`src/rtl/srlatch_ctrl.sv`:
```
// rtl/srlatch_ctrl.sv - round-robin set/reset client arbiter driving a shared SR latch

module srlatch_ctrl_sync (
    input  logic clk,
    input  logic rst,
    input  logic d,
    output logic d_sync
);

    logic d_meta;

    // two-flop synchroniser for the asynchronous latch output
    always_ff @(posedge clk) begin
        if (rst) begin
            d_meta <= 1'b0;
            d_sync <= 1'b0;
        end else begin
            d_meta <= d;
            d_sync <= d_meta;
        end
    end

endmodule

module srlatch_ctrl #(
    parameter int HOLD_CYCLES = 2,
    parameter int TIMEOUT     = 16,
    parameter int CNT_W       = 5
) (
    input  logic clk,
    input  logic rst,
    input  logic set_req,
    output logic set_ack,
    input  logic rst_req,
    output logic rst_ack,
    output logic s,
    output logic r,
    input  logic q,
    output logic busy,
    output logic err
);

    typedef enum logic [2:0] {
        IDLE    = 3'd0,
        DRIVE   = 3'd1,
        HOLD    = 3'd2,
        RELEASE = 3'd3,
        ACK     = 3'd4
    } state_t;

    typedef enum logic {
        TGT_RESET = 1'b0,
        TGT_SET   = 1'b1
    } tgt_t;

    state_t           state;
    tgt_t             target;
    tgt_t             last_grant;
    logic [CNT_W-1:0] cnt;
    logic             q_sync;
    logic             pick_set;
    logic             granted_req;
    logic             q_confirmed;

    srlatch_ctrl_sync u_q_sync (
        .clk    (clk),
        .rst    (rst),
        .d      (q),
        .d_sync (q_sync)
    );

    // A lone request wins outright; under contention the client not granted last time wins.
    assign pick_set    = set_req && (!rst_req || (last_grant == TGT_RESET));
    assign granted_req = (target == TGT_SET) ? set_req : rst_req;
    assign q_confirmed = (q_sync == (target == TGT_SET));

    // Transaction sequencer; outputs are set on the transition into each state so they stay registered.
    always_ff @(posedge clk) begin
        if (rst) begin
            state      <= IDLE;
            target     <= TGT_RESET;
            last_grant <= TGT_RESET;
            cnt        <= '0;
            s          <= 1'b0;
            r          <= 1'b0;
            set_ack    <= 1'b0;
            rst_ack    <= 1'b0;
            busy       <= 1'b0;
            err        <= 1'b0;
        end else begin
            case (state)
                IDLE: begin
                    if (set_req || rst_req) begin
                        state  <= DRIVE;
                        cnt    <= '0;
                        busy   <= 1'b1;
                        target <= pick_set ? TGT_SET : TGT_RESET;
                        s      <= pick_set;
                        r      <= !pick_set;
                        if (set_req && rst_req) begin
                            last_grant <= pick_set ? TGT_SET : TGT_RESET;
                        end
                    end
                end
                DRIVE: begin
                    if (q_confirmed) begin
                        state <= HOLD;
                        cnt   <= '0;
                    end else if (cnt == CNT_W'(TIMEOUT - 1)) begin
                        state <= RELEASE;
                        cnt   <= '0;
                        err   <= 1'b1;
                        s     <= 1'b0;
                        r     <= 1'b0;
                    end else begin
                        cnt <= cnt + 1'b1;
                    end
                end
                HOLD: begin
                    if (cnt == CNT_W'(HOLD_CYCLES - 1)) begin
                        state <= RELEASE;
                        cnt   <= '0;
                        s     <= 1'b0;
                        r     <= 1'b0;
                    end else begin
                        cnt <= cnt + 1'b1;
                    end
                end
                RELEASE: begin
                    state   <= ACK;
                    set_ack <= (target == TGT_SET);
                    rst_ack <= (target == TGT_RESET);
                end
                ACK: begin
                    if (!granted_req) begin
                        state   <= IDLE;
                        set_ack <= 1'b0;
                        rst_ack <= 1'b0;
                        busy    <= 1'b0;
                    end
                end
                default: begin
                    state   <= IDLE;
                    cnt     <= '0;
                    s       <= 1'b0;
                    r       <= 1'b0;
                    set_ack <= 1'b0;
                    rst_ack <= 1'b0;
                    busy    <= 1'b0;
                end
            endcase
        end
    end

endmodule

```
`config.mk`:
```
export PLATFORM = sky130hd
export DESIGN_NAME = srlatch_ctrl
export DESIGN_NICKNAME = d
export VERILOG_FILES = /design/src/rtl/srlatch_ctrl.sv
export SDC_FILE = /design/constraint.sdc
export NUM_CORES = 1
export LEC_CHECK = 0
export CELL_PAD_IN_SITES_DETAIL_PLACEMENT = 0
export CELL_PAD_IN_SITES_GLOBAL_PLACEMENT = 1
export CORE_ASPECT_RATIO = 0.9
export CORE_MARGIN = 3
export CORE_UTILIZATION = 40
export DETAILED_ROUTE_END_ITERATION = 7
export PLACE_DENSITY_LB_ADDON = 0.1
export SETUP_SLACK_MARGIN = 0.15
export SKIP_CTS_REPAIR_TIMING = 1
export SLEW_MARGIN = 20
export SYNTH_ARGS = -nofsm -noshare
export SYNTH_HDL_FRONTEND = slang
export SYNTH_HIERARCHICAL = 1
export SYNTH_SLANG_ARGS = --single-unit
```
`constraint.sdc`:
```
create_clock -name clk -period 2.2 [get_ports clk]
set_clock_uncertainty 0.2 [all_clocks]
set_input_delay 0.66 -clock clk [delete_from_list [all_inputs] [get_ports clk]]
set_output_delay 0.66 -clock clk [all_outputs]
set_load 0.1 [all_outputs]
```
==> results.cfg <==
[timing]
fmaxAchievable_ghz = 0.504
setup_slack_ns = 0.216
period_share_pct = 90.2
hold_viol_final = 0
setup_violations = 0
slew_violations = 0
min_period_ns = 1.98
rsz0062_at_grt = false
relSlewSlack_pct = 66.8
totalNegativeSetupSlack_ns = 0
worstMarginPinSlew_ns = 0.497

[power]
vdd_ir_drop_max_mv = 0.630
power_w = 0.00124
power_leakage_nw = 0.481
power_density_nw_per_um2 = 982

[yosys]
synth-seq-cells = 18
syn_area_um2 = 920
synth_nets = 119
synth.distinct_cells = 38
synth_warnings = 6
synthCells = 110
synth_area_per_cell_um2 = 8.36
ys_seq_area_share_pct = 39.2

[clock_network]
cts.root.buffer_cell = clkbuf_4
htree_levels = 1
cts_sinks = 18
clkTransAtPathRegs_ns = 0.11
cts_tree = built
cts_buffers = 3
clk_latency_ns = 0.30
clock_path_buffers = 2

[min_path]
hold_class = reg2reg

[placed_design]
port_buffers = 10
place_congestion = 0.808
post-place-ws_ns = -0.0299
dpl.hpwl_mm = 1.41
placed_cell_area_um2 = 1140

[worst_setup_path]
crit_arrival_ns = 1.99
slowest_delay_ns = 0.49
path_class = reg2reg
critical_path.startpoint_type = register
end_kind = register
cp_slowest_cell = or4b_4
path_max_fanout = 4
required_ns = 2.20
crit_chain = inv_2 -> ha_4 -> or4b_4 -> a221oi_4 -> mux2_4

[layout]
drive_above_1_share_pct = 26.8
final_cell_mix = nand2_1, dfxtp_1, nor2_1
layout.nets = 137
diodes = 0
utilization_pct = 61.5
syn2layout_area_growth_pct = 36.9
finalInstanceArea_um2 = 1260

[global_route]
overflow = 0
grt_pass1_vias = 691
antenna_found_initial = 0
gr-usage-all-layers_pct = 14.5
grt_max_degree = 15
grt_first_pass_wirelength_mm = 3.28

[detailed_routing]
wl_per_cell_um = 13.2
ant_nets = 0
drt_iter0_markers = 26
drtPass1Iterations = 4
vias_per_cell = 5.32
dr_total_vias = 808
drc = 0
routed_wl_mm = 2.01

[die]
rows = 15
io_pins = 11
design.core.area_um2 = 2050
die_area_um2 = 2910
die_w_um = 56.5
die_y_um = 51.5
initial_core_util_pct = 45.0

[run]
maxCapViolations = 0

[status]
status = finished, final reports clean
[area by class of cell]
cell class                      count  area (um2)
Clock buffer                        4        36.3
Fill cell                         186         787
Inverter                            7        26.3
Multi-Input combinational cell     80         577
Sequential cell                    18         368
Tap cell                           25        31.3
Timing Repair Buffer               18         220
[power breakdown]
group	total [W]	switching (W)	internal [W]	leakage, nW
sequential	0.000455	0.0000793	0.000376	0.149
combinational	0.000567	0.000314	0.000254	0.311
clock	0.000214	0.000113	0.000101	0.0210
[registers in the layout (all words and copies together) (netlist names)]
| name | cells |
|---|---|
| busy | 1 |
| cnt | 5 |
| err | 1 |
| last_grant | 1 |
| r | 1 |
| rst_ack | 1 |
| s | 1 |
| set_ack | 1 |
| state | 3 |
| target | 1 |
| u_q_sync/d_meta | 1 |
| u_q_sync/d_sync | 1 |
[critical path, delay by kind of cell (launching register included)]
kind,cells,cell delay (ns)
mux,1,0.32
flops,1,0.38
compound gates,1,0.32
buf+inv,1,0.07
simple gates,1,0.49
fa+ha+maj,1,0.11
[metal layers]
metal	track usage (%)	share of wire [%]	up-vias
li1	-	-	419
met1	21.1	50	369
met2	20.8	44	18
met3	4.47	4.9	2
met4	3.56	0.55	0
met5	0	0	-
[metrics by stage]
step / hold WS, ns / cells
6_report: 0.251 / 152
4_1_cts: 0.254 / 151
3_3_place_gp: 0.219 / 147
5_1_grt: 0.263 / 152
2_1_floorplan: 0.214 / 110
3_5_place_dp: 0.227 / 147
[worst paths after layout]
check | from | to | slack [ns] | cells after the start
worst min-delay path | u_q_sync/d_meta | u_q_sync/d_sync | 0.25 | 1
worst max-delay path | cnt[1] | r | 0.22 | 5
worst max register to register | cnt[1] | r | 0.22 | 5
worst min register to register | u_q_sync/d_meta | u_q_sync/d_sync | 0.25 | 1
[synthesized netlist by cell type, drive strengths merged]
cell type / number / area [um2]
or3: 1 / 6.26
a31oi: 3 / 18.8
clkbuf: 3 / 11.3
nand2: 16 / 60.1
o21ba: 1 / 10.0
nand3: 5 / 25.0
buf: 2 / 10.0
or2: 1 / 6.26
and2: 1 / 6.26
nor4: 1 / 6.26
inv: 7 / 26.3
a22oi: 1 / 7.51
nor3: 3 / 15.0
a21boi: 1 / 7.51
a22o: 1 / 8.76
o22ai: 1 / 6.26
o32ai: 1 / 8.76
or4b: 1 / 13.8
nor3b: 2 / 15.0
a32o: 1 / 10.0
o21ai: 3 / 18.8
nand3b: 3 / 22.5
xor2: 2 / 17.5
a221oi: 1 / 15.0
nor4b: 1 / 8.76
mux2: 1 / 11.3
nor2: 10 / 37.5
a211o: 1 / 8.76
a211oi: 1 / 7.51
mux2i: 2 / 20.0
nor2b: 3 / 18.8
dfxtp: 18 / 360
o21a: 1 / 7.51
ha: 4 / 50.1
o22a: 1 / 8.76
o21bai: 1 / 7.51
a21oi: 4 / 20.0
[kinds of logic (layout without fill, tap and decap cells)]
family          Yosys count  count (layout)  synth area share, %
xor+xnor                  2               2                 1.91
buf+inv                  12              29                 5.17
simple gates             48              48                 26.3
mux                       3               3                 3.40
compound gates           23              23                 18.6
flops                    18              18                 39.2
fa+ha+maj                 4               4                 5.44
(Power assumes the default switching activity.)
==> RTL edit: new RTL, same flow settings <==
`CNT_W`: 5 -> 7.
--- a/src/rtl/srlatch_ctrl.sv
+++ b/src/rtl/srlatch_ctrl.sv
@@ -25,7 +25,7 @@
 module srlatch_ctrl #(
     parameter int HOLD_CYCLES = 2,
     parameter int TIMEOUT     = 16,
-    parameter int CNT_W       = 5
+    parameter int CNT_W       = 7
 ) (
     input  logic clk,
     input  logic rst,
Check against the original RTL: same outputs for any inputs over 10 cycles, from zero or initial values and one cycle with rst high; that may be too few to reach the edited logic, so the function may still have changed.
==> RTL edit against the original RTL <==
Synthesized cell count increased by 15%. Sequential cell count increased by 2. Area after synthesis increased by 18%. Non-clock buffer count increased by 1. Setup slack improved by 15 ps. Design area increased by 7.2%. Wire length increased by 13%. Total power decreased by 0.16%.
==> RTL edit: results (changes against the original RTL) <==
netlist_top_cells_area: "dfxtp_1, nand2_1, nor2_1"
synth_common_cells: "dfxtp_1, nand2_1, nor2_1"
hold_class: "flop to flop"
grt_pass1_vias: 881  # +27%
grt_max_degree: 13  # -2
slowest_stage: "clkdlybuf4s50_1"
cts-htree-levels: 1  # unchanged
dr.pass1.iters: 4  # unchanged
vias_per_cell: 5.33  # +0.22%
post_drt_wl_per_cell_um: 13.3  # +0.50%
final_nets: 151  # +10%
synthesis.nets: 133  # +12%
dp_hpwl_mm: 1.75  # +24%
yosysTopAreaCellShare: 0.370  # -0.0219
ys_warn_count: 6  # unchanged
cp_top_family: "buffers and inverters"
cts.reportedPaths.clkPinSlew_ps: 100
status: "finished clean"
root_buffer: "clkbuf_4"
cts_made_buffers: 3  # unchanged
cp_slowest_stage_delay_ps: 520  # +30 ps
grt_pass1_wl_mm: 4.09  # +25%
synth_cell_type_count: 46  # +21%
async_reset_ff_frac: 0  # unchanged
clk_latency_ps: 290
leakage_uw: 0.000520  # +8.2%
slew-limit-headroom: 0.748  # +0.0804
layout-drive-gt1-share: 0.210  # -0.0579
dp_slack_ps: -95.1  # -65.3 ps
irDropWorstVdd_mv: 0.698  # +11%
grt_use_total: 0.158  # +0.0131
seq_area_frac_synth: 0.370  # -0.0219
ant_nets: 0  # unchanged
diodes: 0  # unchanged
worstPathArrival_ps: 1960  # -30 ps
drt-initial-drc-count: 35  # +35%
routabilityCongestion: 0.770  # -4.7%
biggestRegsByFlops: "cnt x7, state x3"
p_switching_uw: 492  # -2.9%
antenna_found_initial: 0  # unchanged
==> RTL edit: layout make-up <==
class / instances / area [µm²]
multi-input cells: 98 / 641
well taps: 28 / 35.0
fillers: 247 / 1160
repair buffers: 19 / 228
clock buffers: 4 / 36.3
inverters: 2 / 7.51
flip-flops and latches: 20 / 402
==> RTL edit: power by group through the flow <==
stage / clock (µW) / combinational, µW / sequential [µW]
finish: 207 / 552 / 476
global route: 240 / 599 / 486
CTS: 221 / 556 / 475
detailed placement: 0 / 553 / 483
global placement: 0 / 551 / 479
floorplan: 0 / 297 / 568
==> RTL edit: logic make-up (layout without fill, tap and decap cells) <==
group,after synthesis,in the layout,share of synthesized area
adders and majority gates,2,2,0.0231
buffers and inverters,8,25,0.0381
DFF,20,20,0.370
muxes,2,2,0.0197
AOI/OAI and AO/OA,39,39,0.266
xor gates and xnor gates,4,4,0.0393
and+or+nand+nor,51,51,0.244
==> RTL edit: final timing paths <==
path | startpoint | end | slack, ps | cells after the start
worst max-delay path | set_req | r$_SDFFE_PP0P_ | 230 | 5
worst min-delay path | u_q_sync/d_meta$_SDFF_PP0_ | u_q_sync/d_sync$_SDFF_PP0_ | 260 | 1
worst max register to register | cnt[0]$_SDFFE_PP0P_ | state[1]$_SDFFE_PP0P_ | 320 | 5
worst min register to register | u_q_sync/d_meta$_SDFF_PP0_ | u_q_sync/d_sync$_SDFF_PP0_ | 260 | 1
==> RTL edit: stage by stage <==
stage | cell area (µm²) | cells
final | 1350 | 171
after global routing | 1350 | 171
after CTS | 1350 | 171
after detailed placement | 1310 | 167
after global placement | 1310 | 167
after floorplan | 1080 | 126
==> RTL edit: routing by layer <==
| layer | vias up | wire length (µm) | track usage | part of all wire |
|---|---|---|---|---|
| li1 | 490 | - | - | - |
| met1 | 408 | 1210 | 0.254 | 0.53 |
| met2 | 11 | 972 | 0.200 | 0.43 |
| met3 | 2 | 72 | 0.0491 | 0.032 |
| met4 | 0 | 23 | 0.0372 | 0.010 |
| met5 | - | 0 | 0 | 0 |
